File: src/rtl/gps_trip_accum.sv
// Trip accumulator: sums GPS segment distances over a fixed window, tracks the
// longest segment and over-threshold count, and offers a report on valid/ready.
module gps_trip_accum #(
  parameter int SEG_PER_RPT = 8,
  parameter int CNT_W       = 8,
  parameter int TOT_W       = 48
) (
  input  logic             clk,
  input  logic             reset,
  input  logic             D_VALID,
  input  logic [39:0]      D_IN,
  input  logic [39:0]      THRESH,
  input  logic             CLR,
  input  logic             RPT_READY,
  output logic             RPT_VALID,
  output logic [TOT_W-1:0] RPT_TOTAL,
  output logic [39:0]      RPT_MAX,
  output logic [CNT_W-1:0] RPT_OVER,
  output logic             RPT_SAT,
  output logic             DROP,
  output logic             dbg_state_o
);

  // Report channel: RPT_* are held while RPT_VALID & ~RPT_READY; a transfer
  // happens on any edge with RPT_VALID & RPT_READY.
  typedef enum logic {IDLE = 1'b0, ACCUM = 1'b1} state_t;

  state_t           state_q, state_d;
  logic [CNT_W-1:0] seg_q, seg_d;
  logic [TOT_W-1:0] tot_q, tot_d;
  logic [39:0]      max_q, max_d;
  logic [CNT_W-1:0] over_q, over_d;
  logic             sat_q, sat_d;
  logic             rpt_valid_q, rpt_valid_d;
  logic [TOT_W-1:0] rpt_total_q, rpt_total_d;
  logic [39:0]      rpt_max_q, rpt_max_d;
  logic [CNT_W-1:0] rpt_over_q, rpt_over_d;
  logic             rpt_sat_q, rpt_sat_d;
  logic             drop_q, drop_d;

  logic [TOT_W:0]   sum;
  logic [CNT_W-1:0] seg_inc;
  logic [TOT_W-1:0] tot_upd;
  logic [39:0]      max_upd;
  logic [CNT_W-1:0] over_upd;
  logic             sat_upd;
  logic             accept, close, load;

  always_comb begin
    sum      = {1'b0, tot_q} + (TOT_W+1)'(D_IN);
    accept   = D_VALID & ~CLR;
    seg_inc  = seg_q + 1'b1;
    close    = accept && (seg_inc == CNT_W'(SEG_PER_RPT));
    load     = close && (!rpt_valid_q || RPT_READY);
    tot_upd  = sum[TOT_W] ? '1 : sum[TOT_W-1:0];
    sat_upd  = sat_q | sum[TOT_W];
    max_upd  = (D_IN > max_q) ? D_IN : max_q;
    over_upd = over_q + CNT_W'(D_IN > THRESH);

    state_d     = state_q;
    seg_d       = seg_q;
    tot_d       = tot_q;
    max_d       = max_q;
    over_d      = over_q;
    sat_d       = sat_q;
    rpt_valid_d = rpt_valid_q;
    rpt_total_d = rpt_total_q;
    rpt_max_d   = rpt_max_q;
    rpt_over_d  = rpt_over_q;
    rpt_sat_d   = rpt_sat_q;
    drop_d      = drop_q;

    if (CLR || close) begin
      state_d = IDLE;
      seg_d   = '0;
      tot_d   = '0;
      max_d   = '0;
      over_d  = '0;
      sat_d   = 1'b0;
      if (CLR) begin
        drop_d = 1'b0;
      end else if (!load) begin
        drop_d = 1'b1;
      end
    end else if (accept) begin
      state_d = ACCUM;
      seg_d   = seg_inc;
      tot_d   = tot_upd;
      max_d   = max_upd;
      over_d  = over_upd;
      sat_d   = sat_upd;
    end

    // A snapshot landing on a transfer edge keeps RPT_VALID high.
    if (load) begin
      rpt_valid_d = 1'b1;
      rpt_total_d = tot_upd;
      rpt_max_d   = max_upd;
      rpt_over_d  = over_upd;
      rpt_sat_d   = sat_upd;
    end else if (rpt_valid_q && RPT_READY) begin
      rpt_valid_d = 1'b0;
    end
  end

  always_ff @(posedge clk or posedge reset) begin
    if (reset) begin
      state_q     <= IDLE;
      seg_q       <= '0;
      tot_q       <= '0;
      max_q       <= '0;
      over_q      <= '0;
      sat_q       <= 1'b0;
      rpt_valid_q <= 1'b0;
      rpt_total_q <= '0;
      rpt_max_q   <= '0;
      rpt_over_q  <= '0;
      rpt_sat_q   <= 1'b0;
      drop_q      <= 1'b0;
    end else begin
      state_q     <= state_d;
      seg_q       <= seg_d;
      tot_q       <= tot_d;
      max_q       <= max_d;
      over_q      <= over_d;
      sat_q       <= sat_d;
      rpt_valid_q <= rpt_valid_d;
      rpt_total_q <= rpt_total_d;
      rpt_max_q   <= rpt_max_d;
      rpt_over_q  <= rpt_over_d;
      rpt_sat_q   <= rpt_sat_d;
      drop_q      <= drop_d;
    end
  end

  assign RPT_VALID   = rpt_valid_q;
  assign RPT_TOTAL   = rpt_total_q;
  assign RPT_MAX     = rpt_max_q;
  assign RPT_OVER    = rpt_over_q;
  assign RPT_SAT     = rpt_sat_q;
  assign DROP        = drop_q;
  assign dbg_state_o = state_q;

endmodule

File: config.mk
export PLATFORM = sky130hd
export DESIGN_NAME = gps_trip_accum
export DESIGN_NICKNAME = d
export VERILOG_FILES = /design/src/rtl/gps_trip_accum.sv
export SDC_FILE = /design/constraint.sdc
export NUM_CORES = 1
export LEC_CHECK = 0
export ABC_AREA = 1
export BUFFER_PORTS_ARGS = -buffer_cell sky130_fd_sc_hd__buf_2
export CORE_MARGIN = 3
export CORE_UTILIZATION = 55
export DETAILED_ROUTE_END_ITERATION = 6
export PLACE_DENSITY = 0.84
export SETUP_SLACK_MARGIN = 0.15
export SYNTH_ARGS = -nofsm -noshare
export SYNTH_HDL_FRONTEND = slang
export SYNTH_SLANG_ARGS = --single-unit
export TNS_END_PERCENT = 30
File: constraint.sdc
create_clock -name clk -period 10.1 [get_ports clk]
set_input_delay 2.02 -clock clk [delete_from_list [all_inputs] [get_ports clk]]
set_output_delay 2.02 -clock clk [all_outputs]
set_load 0.02 [all_outputs]
# After elaboration in Yosys (flattened, before gate mapping)
# Index checks and enable logic that the tools add are counted.
# op_classes
order_cmp	2
n_mux	18
bitwise_logic	3
n_addsub	3
reduce_logical	9
n_eq_ne	2
# op_table
op	count
$mux 48	3
$mux 40	3
$gt 40x40->1	2
$add 48x40->49	1
$mux 8	4
$add 8x1->8	1
$add 8x1->8 const B	1
$eq 8x4->1 const B	1
$mux 1	8
$reduce_bool 2->1	2
$logic_and 1x1->1	3
$logic_or 1x1->1	2
$ne 2x2->1 const B	1
$reduce_and 2->1	1
$and 1x1->1	1
$logic_not 1->1	1
$not 1->1	1
$or 1x1->1	1
# totals
reg_bits	205

# Depth between registers and ports, before layout
# Gate-level depths: netlist (run 1).
# logic_depth
depth_word	6
mapped_depth	20
ltp_nobuf	20

# Worst setup path before layout (run 1)
# OpenSTA, ideal clock, no wires.
# synth_path
path_kind	input to register
startpoint	input port THRESH[31]
endpoint	register rpt_over_q[7], in the netlist RPT_OVER[7]
setup_time_ns	0.083
t_required_ns	10.017
t_arrival_ns	3.990
cell_stages	18
slack_ns	6.027
path_cell_list	inv_1 ha_1 nand4_1 nor3_1 nand2_1 nor3b_1 nand2_1 nand3_1 nand2_1 inv_1 ha_1 nand3_1 nor2_1 nand2_1 nor3_1 xor2_1 inv_1 o21ai_0
# synth_via
elab_chain_cells	2
# synth_rtl
item	line	source
from (decl)	12	input logic [39:0] THRESH,
$gt 40x40->1	58	over_upd = over_q + CNT_W'(D_IN > THRESH);
$add 8x1->8	58	
to (signal assigned)	130	rpt_over_q <= rpt_over_d;
to (decl)	37	logic [CNT_W-1:0] rpt_over_q, rpt_over_d;
# No other way between the ends.
# A chain may end at the register's enable or synchronous reset.

# Worst setup path in the final report (run 1)
# layout_path
startpoint	input port D_IN[31]
endpoint	register over_q[7]
# layout_via
elab_chain_cells	4
# layout_rtl
item	line	source
from (decl)	11	input logic [39:0] D_IN,
$gt 40x40->1	58	
$add 8x1->8	58	
$mux 8	85	end else if (accept) begin
$mux 8	73	if (CLR || close) begin
to (signal assigned)	125	over_q <= over_d;
to (decl)	32	logic [CNT_W-1:0] over_q, over_d;
# No other way between the ends. The select of a mux whose other input is x is not followed.

==> results.yml, run 1 <==
run_status:
  status: "finished clean"
min_path:
  hold_class: "flip-flop to flip-flop"
cts:
  hold_buffers: 0
  cts_resized: 0
  h-tree-depth: 1
  cts.path.max_buffers: 3
  numCtsBuffers: 24
  clock_latency_ps: 530
  post_cts.repair.setup_buffers: 0
  cts_tree: "built"
  cts.sinks: 205
  root_buffer: "clkbuf_16"
  cts.reportedPaths.clkPinSlew_ps: 60
synthesis:
  synthDistinctLibCells: 37
  syn_nets: 2465
  synth_edf_count: 0
  synth_seq_cells: 205
  synthTopCellsByArea: "dfrtp_1 (35%), nand2_1 (23%), ha_1 (10%)"
  postSynthAreaPerCell_um2: 6.56
  yosys.area.top_type: "dfrtp_1"
  ys_seq_area_share_pct: 34.7
  synth_top_area_share_pct: 34.7
  post_synth_instance_area_um2: 14800
  syn_inst: 2255
  async_flop_share_pct: 100
  synth_ff_type: "dfrtp_1"
  yosysWarnings: 0
die:
  ioPinCount: 185
  die_w_um: 170
  die_h_um: 170
  initial_utilization_pct: 56.3
  fp.dieArea_um2: 28900
  std_cell_rows: 59
  coreArea_um2: 26300
sta:
  finalHoldViolCount: 0
  period_share_pct: 45.1
  maxClockFrequency_ghz: 0.220
  setup_ws_ps: 5540
  setup_viol: 0
  maxSlewViolCount: 0
  grt_setup_unrepaired: "no"
  worst_slew_pin_slew_ps: 1250
  slew_headroom_pct: 16.5
  fin_crit_ps: 4560
  tns_ps: 0
  skew_ps: 10.1
setup_path:
  crit_chain: "buf_2 -> ha_1 -> nand4_1 -> nor3_1 -> nand2_1 -> nor3b_1 -> nand2_1 -> nand3_1 -> nand2_1 -> inv_1 -> ha_1 -> nand3_1 -> nor2_1 -> nand2_1 -> nor3_1 -> xor2_1 -> inv_1 -> o21ai_0"
  worst-endpoint-required_ps: 10530
  cpPeakStageDelay_ps: 420
  endpoint_kind: "flip-flop"
  cp_top_family: "simple AND/OR/NAND/NOR gates"
  cp-endpoint: "over_q[7]$_DFFE_PP0P_"
  worstSetupPathType: "input port to flip-flop"
  rr_worst_depth: 14
  path_max_fanout: 4
  path_depth: 18
  timing.critical_path.mode_cell: "nand2_1"
  cp.buffers_inverters: 3
  r2r_start: "tot_q[0]$_DFFE_PP0P_"
  cp.arrival_ps: 4990
  start_kind: "input port"
  reg2reg_slack_ps: 6840
  worstSetupStartpoint: "D_IN[31]"
  crit_slowest_cell: "nor3_1"
  timing.rr.end: "RPT_TOTAL[5]$_DFFE_PP0P_"
place:
  dpl_cell_area_um2: 15900
  dp_hpwl_mm: 34.3
  place_ws_ps: 5050
  portBuffers: 184
  place.gp.congestion: 1.02
final_layout:
  final_cell_area_um2: 16700
  area_delta_synth_final_pct: 12.8
  final_common_cell: "nand2_1"
  nNetsFinal: 2627
  layout.cells.most_common_list: "nand2_1 (923), inv_1 (377), dfrtp_1 (205), nand3_1 (196), buf_2 (184)"
  antenna_cells: 0
  drive_gt1_share_pct: 10.4
power_and_ir_drop:
  power.switching_mw: 0.863
  p_leak_nw: 10.3
  pwr_density_cell_nw_per_um2: 148
  switching_share_pct: 35.0
  seqPwrFrac_pct: 36.2
  clkPwrFrac_pct: 35.7
  comb_power_share_pct: 28.0
  ir_drop_mv: 0.102
  intPower_mw: 1.61
global_route:
  grt_pass1_wl_mm: 73.4
  grt_pass1_vias: 14400
  grt_start_max_net_pins: 129
  grt_usage_pct: 31.4
  overflow: 0
  antenna_found_initial: 1
drt:
  drtAntennaViolNets: 0
  vias: 14800
  route.final.wire_length_mm: 45.7
  drc: 0
  wl_per_cell_um: 16.5
  vias_per_cell: 5.36
  drt_iter0_markers: 1641
  drt_pass1_iterations: 6
job:
  drv_cap: 0
==> Yosys cell counts, types with 16 or more instances <==
cell	instances
nand2_1	923
inv_1	378
dfrtp_1	205
nand3_1	198
nor2_1	134
ha_1	124
o21ai_0	73
a21oi_1	64
xor2_1	28
buf_2	23
clkbuf_1	16
nand4_1	16
==> logic make-up after synthesis <==
family | count (synthesis) | synth area share, %
fa+ha+maj | 125 | 10.6
simple gates | 1302 | 35.5
xor+xnor | 34 | 2.01
compound gates | 152 | 5.34
flops | 205 | 34.7
buf+inv | 437 | 11.8
==> metrics by stage <==
stage	power [mW]	utilization [%]	hold slack [ps]	cells
after floorplan	1.39	-	446	2255
after global routing	2.60	63.5	493	2769
final	2.47	63.5	476	2769
after CTS	2.47	63.5	478	2769
after global placement	1.57	60.5	459	2726
after detailed placement	1.59	60.5	459	2726
==> power groups by stage <==
stage	Clock [mW]	Sequential [mW]	Combinational (mW)
2_1_floorplan	0	0.900	0.486
3_3_place_gp	0	0.905	0.660
3_5_place_dp	0	0.907	0.680
4_1_cts	0.890	0.893	0.684
5_1_grt	0.918	0.899	0.786
6_report	0.882	0.895	0.692
==> final cells by class <==
cell class / instances / area, um2
clock buffers: 35 / 723
clock inverters: 8 / 71.3
fillers: 2398 / 9580
multi-input cells: 1613 / 7930
flip-flops and latches: 205 / 5130
well taps: 335 / 419
repair buffers: 193 / 988
inverters: 380 / 1430
==> registers in the layout, summed over array words and instances, names as in the netlist <==
register / flops
DROP: 1
RPT_MAX: 40
RPT_OVER: 8
RPT_SAT: 1
RPT_TOTAL: 48
RPT_VALID: 1
dbg_state_o: 1
max_q: 40
over_q: 8
sat_q: 1
seg_q: 8
tot_q: 48
==> tightest hold or removal path: cells and delay by family (launching register included) <==
| kind | cells | cell delay [ps] |
|---|---|---|
| flops | 1 | 340 |
| simple gates | 2 | 100 |
==> metal layers <==
layer	global-route usage, %	up-vias	part of all wire, %
met5	0	-	0
met4	8.68	0	2.8
met3	3.95	84	6.4
met2	53.2	522	47
met1	42.8	6956	44
li1	-	7267	-
==> worst min-delay path by stage <==
stage | start | to | slack [ps] | cells past startpoint
2_1_floorplan | tot_q[6]$_DFFE_PP0P_ | tot_q[6]$_DFFE_PP0P_ | 450 | 2
3_3_place_gp | RPT_MAX[34]$_DFFE_PP0P_ | RPT_MAX[34]$_DFFE_PP0P_ | 460 | 2
3_5_place_dp | RPT_TOTAL[46]$_DFFE_PP0P_ | RPT_TOTAL[46]$_DFFE_PP0P_ | 460 | 2
4_1_cts | RPT_TOTAL[4]$_DFFE_PP0P_ | RPT_TOTAL[4]$_DFFE_PP0P_ | 480 | 2
5_1_grt | RPT_MAX[34]$_DFFE_PP0P_ | RPT_MAX[34]$_DFFE_PP0P_ | 490 | 2
6_report | RPT_MAX[5]$_DFFE_PP0P_ | RPT_MAX[5]$_DFFE_PP0P_ | 480 | 2
Note: power is estimated with default switching activity, not from simulation.
==> inputs of run 2 (changes only) <==
==> constraint.sdc (replaced) <==
create_clock -name clk -period 4.4 [get_ports clk]
set_input_delay 0.88 -clock clk [delete_from_list [all_inputs] [get_ports clk]]
set_output_delay 0.88 -clock clk [all_outputs]
set_load 0.02 [all_outputs]
==> results.yml, run 2 (synthesized netlist as in run 1, its figures left out) <==
run_status:
  status: "finished clean"
setup_path:
  worstSetupStartpoint: "D_IN[31]"
  start_kind: "input port"
  timing.critical_path.mode_cell: "nand2_1"
  path_max_fanout: 4
  path_depth: 18
  cp_top_family: "simple AND/OR/NAND/NOR gates"
  cp.buffers_inverters: 3
  timing.rr.end: "RPT_TOTAL[23]$_DFFE_PP0P_"
  r2r_start: "tot_q[0]$_DFFE_PP0P_"
  worst-endpoint-required_ps: 4850
  reg2reg_slack_ps: 1420
  rr_worst_depth: 13
  crit_chain: "buf_2 -> ha_1 -> nand4_1 -> nor3_1 -> nand2_1 -> nor3b_1 -> nand2_1 -> nand3_1 -> nand2_1 -> inv_1 -> ha_1 -> nand3_1 -> nor2_1 -> nand2_1 -> nor3_1 -> xor2_1 -> inv_1 -> o21ai_0"
  endpoint_kind: "flip-flop"
  cpPeakStageDelay_ps: 340
  cp-endpoint: "RPT_OVER[7]$_DFFE_PP0P_"
  crit_slowest_cell: "nor3_1"
  worstSetupPathType: "input port to flip-flop"
  cp.arrival_ps: 3620
drt:
  drt_iter0_markers: 1310
  drt_pass1_iterations: 6
  route.final.wire_length_mm: 45.7
  drc: 0
  wl_per_cell_um: 16.5
  drtAntennaViolNets: 0
  vias_per_cell: 5.30
  vias: 14700
cts:
  numCtsBuffers: 24
  cts.sinks: 205
  cts_tree: "built"
  h-tree-depth: 1
  cts.reportedPaths.clkPinSlew_ps: 60
  post_cts.repair.setup_buffers: 0
  root_buffer: "clkbuf_16"
  cts_resized: 0
  hold_buffers: 0
  cts.path.max_buffers: 3
  clock_latency_ps: 540
place:
  portBuffers: 184
  place.gp.congestion: 1.01
  dpl_cell_area_um2: 16000
  dp_hpwl_mm: 35.0
  post-place-cells: 2731
final_layout:
  antenna_cells: 0
  final_common_cell: "nand2_1"
  final_cells: 2775
  drive_gt1_share_pct: 10.5
  area_delta_synth_final_pct: 13.5
  final_cell_area_um2: 16800
  nNetsFinal: 2632
  layout.cells.most_common_list: "nand2_1 (923), inv_1 (377), dfrtp_1 (205), nand3_1 (197), buf_2 (184)"
sta:
  skew_ps: 16.4
  tns_ps: 0
  period_share_pct: 72.2
  finalHoldViolCount: 0
  grt_setup_unrepaired: "no"
  slew_headroom_pct: 50.9
  maxClockFrequency_ghz: 0.315
  maxSlewViolCount: 0
  fin_crit_ps: 3180
  setup_viol: 0
  worst_slew_pin_slew_ps: 736
power_and_ir_drop:
  ir_drop_mv: 0.297
  comb_power_share_pct: 28.7
  intPower_mw: 3.66
  clkPwrFrac_pct: 35.0
  power.switching_mw: 2.00
  switching_share_pct: 35.3
  p_leak_nw: 10.3
  seqPwrFrac_pct: 36.3
  pwr_density_cell_nw_per_um2: 337
die:
  fp.dieArea_um2: 28900
  die_w_um: 170
  ioPinCount: 185
  std_cell_rows: 59
  initial_utilization_pct: 56.3
  coreArea_um2: 26300
  die_h_um: 170
global_route:
  grt_start_max_net_pins: 119
  grt_pass1_wl_mm: 72.5
  grt_pass1_vias: 14100
  antenna_found_initial: 0
  overflow: 0
  grt_usage_pct: 31.3
job:
  drv_cap: 0
min_path:
  hold_class: "input port to asynchronous set/reset pin"
run 2: per-layer routing:
layer / routed length (um) / part of all wire (%) / track usage, %
met1: 20200 / 44 / 43.5
met2: 20800 / 45 / 51.0
met3: 3450 / 7.5 / 4.72
met4: 1380 / 3.0 / 9.31
met5: 0 / 0 / 0
run 2: worst min path at each step:
stage                                         start                        end  slack [ps]  cells after the start
after floorplan                tot_q[6]$_DFFE_PP0P_       tot_q[6]$_DFFE_PP0P_         450                      2
after global placement    RPT_TOTAL[42]$_DFFE_PP0P_  RPT_TOTAL[42]$_DFFE_PP0P_         460                      2
after detailed placement        RPT_SAT$_DFFE_PP0P_        RPT_SAT$_DFFE_PP0P_         460                      2
after CTS                                     reset    RPT_MAX[39]$_DFFE_PP0P_         370                      2
after global routing                          reset    RPT_MAX[39]$_DFFE_PP0P_         400                      2
final                                         reset    RPT_MAX[39]$_DFFE_PP0P_         370                      2
run 2: power by group through the flow:
stage                     combinational (mW)  sequential (mW)  clock, mW
final                                   1.62             2.05       1.98
after global routing                    1.83             2.06       2.07
after CTS                               1.60             2.05       2.00
after detailed placement                1.59             2.08          0
after global placement                  1.55             2.08          0
after floorplan                         1.12             2.07          0
run 2: stage by stage:
step	power (mW)	hold slack [ps]	setup WS (ps)	util, %
2_1_floorplan	3.18	446	862	-
5_1_grt	5.97	401	926	63.9
6_report	5.66	370	1220	63.9
4_1_cts	5.65	375	1220	63.9
3_5_place_dp	3.67	460	668	60.9
3_3_place_gp	3.62	457	768	60.9
run 2: worst register-to-register path: cells and delay by family, from the launching register on:
family	cells	cell delay, ps
buf+inv	1	250
fa+ha+maj	2	740
flops	1	400
compound gates	1	130
simple gates	9	1320
run 2: area by class of cell:
| class | instances | area [um2] |
|---|---|---|
| fill | 2415 | 9490 |
| inverter | 380 | 1430 |
| tap | 335 | 419 |
| clock buffer | 38 | 744 |
| clock inverter | 6 | 40.0 |
| timing repair buffer | 198 | 1100 |
| sequential | 205 | 5130 |
| multi-input combinational | 1613 | 7930 |
